[config.mk]
export PLATFORM = sky130hd
export DESIGN_NAME = clock_ctrl
export DESIGN_NICKNAME = d
export VERILOG_FILES = /design/src/rtl/clock_pkg.sv /design/src/rtl/key_pulse.sv /design/src/rtl/clock_ctrl.sv
export SDC_FILE = /design/constraint.sdc
export NUM_CORES = 1
export LEC_CHECK = 0
export ABC_AREA = 1
export CAP_MARGIN = 20
export CORE_AREA = 2 2 39 41
export DETAILED_ROUTE_END_ITERATION = 10
export DIE_AREA = 0 0 41 43
export PLACE_DENSITY = 0.8
export SLEW_MARGIN = 20
export SYNTH_ARGS = -nofsm -noshare
export SYNTH_HDL_FRONTEND = slang
export SYNTH_SLANG_ARGS = --single-unit
[constraint.sdc]
create_clock -name CP -period 2.6 [get_ports CP]
set_clock_uncertainty 0.15 [all_clocks]
set_input_delay 0.52 -clock CP [delete_from_list [all_inputs] [get_ports CP]]
set_output_delay 0.52 -clock CP [all_outputs]
set_load 0.01 [all_outputs]
[src/rtl/clock_pkg.sv]
// State encoding shared by the clock controller and the display mux (blink field select).
// Purely declarative: no logic, no latency.
package clock_pkg;

   typedef enum logic [1:0] {
      ST_RUN     = 2'd0,
      ST_SET_HR  = 2'd1,
      ST_SET_MIN = 2'd2,
      ST_SET_SEC = 2'd3
   } state_t;

   localparam int DEBOUNCE_DEFAULT = 4;

   // MODE walks RUN -> SET_HR -> SET_MIN -> SET_SEC -> RUN; the 2-bit add wraps naturally.
   function automatic state_t next_state(input state_t s);
      return state_t'(s + 2'd1);
   endfunction

endpackage

[src/rtl/key_pulse.sv]
// Debounced key-press detector: one-cycle pulse on each accepted rising stable level.
// Pulse appears DEBOUNCE_CYCLES+2 edges after the key settles high; release emits nothing.
module key_pulse #(
   parameter int DEBOUNCE_CYCLES = 4
) (
   input  logic CP,
   input  logic nCR,
   input  logic key,
   output logic pulse
);

   localparam int CW = (DEBOUNCE_CYCLES > 2) ? $clog2(DEBOUNCE_CYCLES) : 1;
   localparam logic [CW-1:0] LAST = CW'(DEBOUNCE_CYCLES - 1);

   logic          r_sync1;
   logic          r_sync2;
   logic          r_stable;
   logic          r_pulse;
   logic [CW-1:0] r_cnt;

   // Counter tracks consecutive synced samples disagreeing with the accepted level.
   always_ff @(posedge CP or negedge nCR) begin
      if (!nCR) begin
         r_sync1  <= 1'b0;
         r_sync2  <= 1'b0;
         r_stable <= 1'b0;
         r_pulse  <= 1'b0;
         r_cnt    <= '0;
      end else begin
         r_sync1 <= key;
         r_sync2 <= r_sync1;
         r_pulse <= 1'b0;
         if (r_sync2 == r_stable) begin
            r_cnt <= '0;
         end else if (r_cnt == LAST) begin
            r_cnt    <= '0;
            r_stable <= r_sync2;
            r_pulse  <= r_sync2;
         end else begin
            r_cnt <= r_cnt + 1'b1;
         end
      end
   end

   assign pulse = r_pulse;

endmodule

[src/rtl/clock_ctrl.sv]
// Clock mode FSM plus per-stage count enables; enables are combinational (zero latency from
// tick_1hz / INC pulse), mode and blink are registered and change one edge after a MODE pulse.
module clock_ctrl
   import clock_pkg::*;
#(
   parameter int DEBOUNCE_CYCLES = DEBOUNCE_DEFAULT
) (
   input  logic       CP,
   input  logic       nCR,
   input  logic       tick_1hz,
   input  logic       sec_tc,
   input  logic       min_tc,
   input  logic       key_mode,
   input  logic       key_inc,
   output logic       sec_EN,
   output logic       min_EN,
   output logic       hr_EN,
   output logic       sec_clr,
   output logic [1:0] mode,
   output logic       blink
);

   logic   w_mode_p;
   logic   w_inc_p;
   state_t r_state;
   logic   r_blink;

   key_pulse #(.DEBOUNCE_CYCLES(DEBOUNCE_CYCLES)) u_key_mode (
      .CP    (CP),
      .nCR   (nCR),
      .key   (key_mode),
      .pulse (w_mode_p)
   );

   key_pulse #(.DEBOUNCE_CYCLES(DEBOUNCE_CYCLES)) u_key_inc (
      .CP    (CP),
      .nCR   (nCR),
      .key   (key_inc),
      .pulse (w_inc_p)
   );

   // Entering a SET state forces blink on, even if a tick lands on the same edge.
   always_ff @(posedge CP or negedge nCR) begin
      if (!nCR) begin
         r_state <= ST_RUN;
         r_blink <= 1'b0;
      end else if (w_mode_p) begin
         r_state <= next_state(r_state);
         r_blink <= (next_state(r_state) != ST_RUN);
      end else if ((r_state != ST_RUN) && tick_1hz) begin
         r_blink <= ~r_blink;
      end
   end

   // INC acts on the pre-transition state; SET states never let tick_1hz through.
   always_comb begin
      sec_EN  = 1'b0;
      min_EN  = 1'b0;
      hr_EN   = 1'b0;
      sec_clr = 1'b0;
      case (r_state)
         ST_RUN: begin
            sec_EN = tick_1hz;
            min_EN = tick_1hz & sec_tc;
            hr_EN  = tick_1hz & sec_tc & min_tc;
         end
         ST_SET_HR:  hr_EN   = w_inc_p;
         ST_SET_MIN: min_EN  = w_inc_p;
         ST_SET_SEC: sec_clr = w_inc_p;
         default: ;
      endcase
   end

   assign mode  = r_state;
   assign blink = r_blink;

endmodule
==> flow_metrics.tcl, run 1 <==
set metrics [dict create \
    crit_fanout 3 \
    die_area_um2 1760 \
    maxCapViolCount 0 \
    tightest_slew_ps 624 \
    synth_area_leaders "dfrtp_1 (58%), ha_1 (12%), nand2_1 (9.3%)" \
    vdd_drop_max_mv 0.424 \
    cp.arrival_ps 1790 \
    rows 14 \
    ys_ff_latch 15 \
    die_w_um 41 \
    finalCriticalPeriod_ps 2460 \
    crit_family "buffers and inverters" \
    rsz0062_at_grt "no" \
    yosys.area_share.xor_xnor 0.0406 \
    worst_path_most_repeated_cell "clkdlybuf4s50_1" \
    muxShareOfSynthArea 0 \
    layout.nets 97 \
    core_area_um2 1380 \
    period_share 0.946 \
    status "finished, final reports clean" \
    worstHoldPathType "reg2reg" \
    required_ps 1930 \
    cts_resized 0 \
    p_per_area_nw_per_um2 878 \
    dr_wl_met3_um 58 \
    drt_iter0_drc 1 \
    combPwrFrac 0.352 \
    cp.buffers_inverters 2 \
    setup_viol 0 \
    fin_area_um2 823 \
    hpwl_um 745 \
    clkLatencyLatePin_ps 270 \
    cts.clk_slew.worst_paths_ps 80 \
    syn-mean-instance-area_um2 9.80 \
    leakage_nw 0.423 \
    area_delta_synth_final_pct 27.3 \
    netlist_top_cells_count "nand2_1 (16), dfrtp_1 (15), inv_1 (11)" \
    wl_um 939 \
    synth_compound_area_frac 0.0309 \
    cp-start-kind "input port" \
    grt_pass1_wl_um 1440 \
    crit_type "in2out" \
    ctsRootBufferMaster "clkbuf_4" \
    critPathMaxStageDelay_ps 550 \
    crit_chain "clkdlybuf4s50_1 -> nand3_1 -> o21ai_0 -> clkdlybuf4s50_1" \
    synth_most_common_cell "nand2_1" \
    holdBufCountCts 0 \
    p_switching_uw 236 \
    vias_per_cell 4.53 \
    htree_levels 1 \
    utilization 0.595 \
    ys_seq_area_frac 0.580 \
    antennaDiodeCount 0 \
    dpl-instance-area_um2 797 \
    dominantRegCellSynth "dfrtp_1" \
    max_freq_mhz 407 \
    slowest_stage "clkdlybuf4s50_1" \
    vias 448 \
    worst_setup_path_end_kind "output port" \
    synth-adder-area-share 0.116 \
    syn_nets 79 \
    syn_inst 66 \
    relSlewSlack 0.583 \
    antenna_left 0 \
    dr.max_layer_used "met3" \
    globalRouteTotalUtil 0.121 \
    post_cts_buffers 0 \
    fin_setup_tns_ps 0 \
    portBuffers 13 \
    io_pins 14 \
    grt_max_degree 16 \
    synth.top_cell.area_share 0.580 \
    initial_core_util 0.467 \
    grt_antenna_before_repair 0 \
    cts.sinks 15 \
    finalHoldViolCount 0 \
    slew_violations 0 \
    ys_async_sr_fraction 1.00 \
    yosys_warnings 0 \
    synth_area_um2 647 \
    layout-drive-gt1-share 0.0482 \
    synth_top_family_by_area "simple AND/OR/NAND/NOR gates" \
    p_clk_frac 0.172 \
    yosysUniqueCellTypes 11 \
    die_h_um 43 \
    grt_pass1_vias 412 \
    yosysTopAreaCell "dfrtp_1" \
    m1WireLength_um 391 \
    dr.pass1.iters 4 \
    wl_met2_um 490 \
    drc 0 \
    power_uw 723 \
    cts_buffers 3 \
    intPower_uw 487 \
    overflow 0 \
    routedWlPerCell_um 9.48 \
    power_frac_seq 0.475 \
    cts_tree "built" \
    routabilityCongestion 0.627 \
    switching_share 0.327 \
    synth_edf_count 0 \
    clk_path_buf_depth 2 \
    synthSimpleGateAreaFrac 0.162 \
]
==> cell usage in the layout (no fill, tap or decap), drive strengths merged <==
| cell type | n |
|---|---|
| xor2 | 1 |
| or2 | 2 |
| clkbuf | 4 |
| nor2 | 6 |
| clkdlybuf4s50 | 13 |
| dfrtp | 15 |
| inv | 12 |
| nand2 | 16 |
| o21ai | 4 |
| ha | 6 |
| nand3 | 2 |
| xnor2 | 2 |
==> power groups by stage <==
stage,combinational (mW),clock [mW],sequential (mW)
2_1_floorplan,0.151,0,0.348
3_3_place_gp,0.251,0,0.343
3_5_place_dp,0.257,0,0.349
4_1_cts,0.260,0.132,0.345
5_1_grt,0.292,0.142,0.353
6_report,0.255,0.125,0.344
==> sequential cells by signal (all words and copies together), names as in the netlist <==
name,count
blink,1
mode,2
u_key_inc.pulse,1
u_key_inc.r_cnt,2
u_key_inc.r_stable,1
u_key_inc.r_sync1,1
u_key_inc.r_sync2,1
u_key_mode.pulse,1
u_key_mode.r_cnt,2
u_key_mode.r_stable,1
u_key_mode.r_sync1,1
u_key_mode.r_sync2,1
==> metal layers <==
| metal | vias to the layer above | track usage |
|---|---|---|
| met5 | - | 0 |
| met3 | 0 | 0.0157 |
| met1 | 205 | 0.126 |
| met4 | 0 | 0.0800 |
| met2 | 14 | 0.209 |
| li1 | 229 | - |
==> final cells by class <==
cell class	instances	area, um^2
Fill cell	129	561
Sequential cell	15	375
Multi-Input combinational cell	39	226
Timing Repair Buffer	13	130
Inverter	12	45.0
Clock buffer	4	26.3
Tap cell	16	20.0
==> cell families after synthesis <==
group                      count (synthesis)
xor gates and xnor gates                   3
and+or+nand+nor                           26
adders and majority gates                  6
DFF                                       15
AOI/OAI and AO/OA                          4
buffers and inverters                     12
==> path summary, 6_finish.rpt <==
check | startpoint | endpoint | slack, ps | depth (start not counted)
max reg2reg | mode[0] | blink | 1360 | 7
min | u_key_mode.r_sync1 | u_key_mode.r_sync2 | 210 | 0
max | tick_1hz | hr_EN | 140 | 4
min in group asynchronous | nCR | u_key_inc.r_sync1 | 480 | 1
max in group asynchronous | nCR | u_key_inc.r_stable | 1420 | 1
min reg2reg | u_key_mode.r_sync1 | u_key_mode.r_sync2 | 210 | 0
==> stage by stage <==
step                worst slack [ps]  cells  hold WS, ps
finish                           141     99          205
global route                    57.7     99          211
CTS                              135     99          207
detailed placement               139     95          188
global placement                 164     95          184
floorplan                        907     66         74.4
Power figures use the tool's default switching activity.
==> run 2, diff against run 1 <==
--- a/config.mk
+++ b/config.mk
@@ -7,10 +7,13 @@
 export LEC_CHECK = 0
 export ABC_AREA = 1
 export CAP_MARGIN = 20
-export CORE_AREA = 2 2 39 41
+export CELL_PAD_IN_SITES_DETAIL_PLACEMENT = 1
+export CELL_PAD_IN_SITES_GLOBAL_PLACEMENT = 1
+export CORE_MARGIN = 2
+export CORE_UTILIZATION = 38
 export DETAILED_ROUTE_END_ITERATION = 10
-export DIE_AREA = 0 0 41 43
-export PLACE_DENSITY = 0.8
+export MAX_ROUTING_LAYER = met4
+export PLACE_DENSITY = 0.82
 export SLEW_MARGIN = 20
 export SYNTH_ARGS = -nofsm -noshare
 export SYNTH_HDL_FRONTEND = slang
==> run 2 against run 1 <==
  * First-iteration DRC count rose to 5.0 times the previous value
  * Fmax barely moved
  * Critical path depth did not move
  * Setup slack got worse by 0.76 ps
==> flow_metrics.tcl, run 2 (synthesis gave the netlist of run 1 again) <==
set metrics [dict create \
    r2r_slack_ps 1320 \
    power_uw 737 \
    tightest_slew_ps 632 \
    area_delta_synth_final_pct 27.3 \
    vias_per_cell 4.70 \
    period_share 0.946 \
    required_ps 1930 \
    max_freq_mhz 407 \
    fin_setup_tns_ps 0 \
    multi_input_area_um2 226 \
    p_clk_frac 0.171 \
    routedWlPerCell_um 11.1 \
    grt_pass1_vias 483 \
    layout.nets 97 \
    worst_path_most_repeated_cell "clkdlybuf4s50_1" \
    initial_core_util 0.415 \
    layout-drive-gt1-share 0.0482 \
    vdd_drop_max_mv 0.452 \
    leakage_nw 0.423 \
    holdBufCountCts 0 \
    crit_type "in2out" \
    cts_resized 0 \
    post_cts_buffers 0 \
    cts.sinks 15 \
    crit_family "buffers and inverters" \
    fin_hold_ws_ps 204 \
    p_per_area_nw_per_um2 895 \
    status "finished, final reports clean" \
    routabilityCongestion 0.664 \
    cts.clk_slew.worst_paths_ps 80 \
    cts_tree "built" \
    slew_violations 0 \
    vias 465 \
    cp.buffers_inverters 2 \
    clk_path_buf_depth 2 \
    cp-start-kind "input port" \
    drt_iter0_drc 5 \
    overflow 0 \
    worstHoldPathType "reg2reg" \
    seq_area_um2 375 \
    grt_antenna_before_repair 0 \
    wl_um 1100 \
    die_w_um 45.3 \
    antennaDiodeCount 0 \
    clkLatencyLatePin_ps 270 \
    finalCriticalPeriod_ps 2460 \
    htree_levels 1 \
    critPathMaxStageDelay_ps 550 \
    worst_setup_path_end_kind "output port" \
    intPower_uw 490 \
    crit_fanout 3 \
    rsz0062_at_grt "no" \
    setup_viol 0 \
    switching_share 0.335 \
    cts_buffers 3 \
    slowest_stage "clkdlybuf4s50_1" \
    combPwrFrac 0.364 \
    final_common_cell "nand2_1" \
    dr.pass1.iters 4 \
    portBuffers 13 \
    grt_max_degree 16 \
    maxCapViolCount 0 \
    crit_chain "clkdlybuf4s50_1 -> nand3_1 -> o21ai_0 -> clkdlybuf4s50_1" \
    drc 0 \
    finalHoldViolCount 0 \
    core_area_um2 1560 \
    globalRouteTotalUtil 0.141 \
    grt_pass1_wl_um 1900 \
    p_switching_uw 247 \
    nFillCells 192 \
    power_frac_seq 0.465 \
    final_cell_mix "nand2_1 (16), dfrtp_1 (15), clkdlybuf4s50_1 (13)" \
    hpwl_um 912 \
    utilization 0.528 \
    relSlewSlack 0.578 \
    die_area_um2 2050 \
    rows 14 \
    io_pins 14 \
    antenna_left 0 \
    die_h_um 45.3 \
    ctsRootBufferMaster "clkbuf_4" \
    cp.arrival_ps 1790 \
]
## run 2: path summary, 6_finish.rpt
| path | start | endpoint | depth (start not counted) |
|---|---|---|---|
| hold / removal | u_key_inc.r_sync1 | u_key_inc.r_sync2 | 0 |
| max in group asynchronous | nCR | blink | 1 |
| min in group asynchronous | nCR | u_key_inc.r_stable | 1 |
| hold reg to reg | u_key_inc.r_sync1 | u_key_inc.r_sync2 | 0 |
| setup reg to reg | mode[0] | blink | 6 |
| setup / recovery | tick_1hz | hr_EN | 4 |
## run 2: area by class of cell
class | instances | share of cell area
Inverter | 12 | 0.0547
Timing Repair Buffer | 13 | 0.158
Multi-Input combinational cell | 39 | 0.275
Tap cell | 16 | 0.0243
Clock buffer | 4 | 0.0319
Sequential cell | 15 | 0.456
## run 2: routing by layer
metal	part of all wire	track usage	vias up
li1	-	-	231
met1	0.42	0.133	220
met2	0.53	0.251	12
met3	0.036	0.0360	2
met4	0.010	0.0882	0
met5	0	-	-
## run 2: power by group through the flow
stage          clock, mW  combinational [mW]  sequential, mW
6_report           0.126               0.268           0.343
5_1_grt            0.142               0.314           0.354
4_1_cts            0.135               0.277           0.345
3_5_place_dp           0               0.275           0.350
3_3_place_gp           0               0.254           0.343
2_1_floorplan          0               0.151           0.348
## run 2: stage by stage
| stage | setup slack (ps) | std cells | area (um^2) |
|---|---|---|---|
| finish | 140 | 99 | 823 |
| detailed placement | 135 | 95 | 797 |
| global placement | 160 | 95 | 797 |
| global route | 43.9 | 99 | 823 |
| CTS | 131 | 99 | 823 |
| floorplan | 907 | 66 | 647 |
## run 2: worst register-to-register path, stage by stage (launching register included)
cell and delay [ps]:
dfrtp_1 440, inv_1 90, ha_1 220, inv_1 70, nand2_1 60, nand3_1 70
nand2_1 60
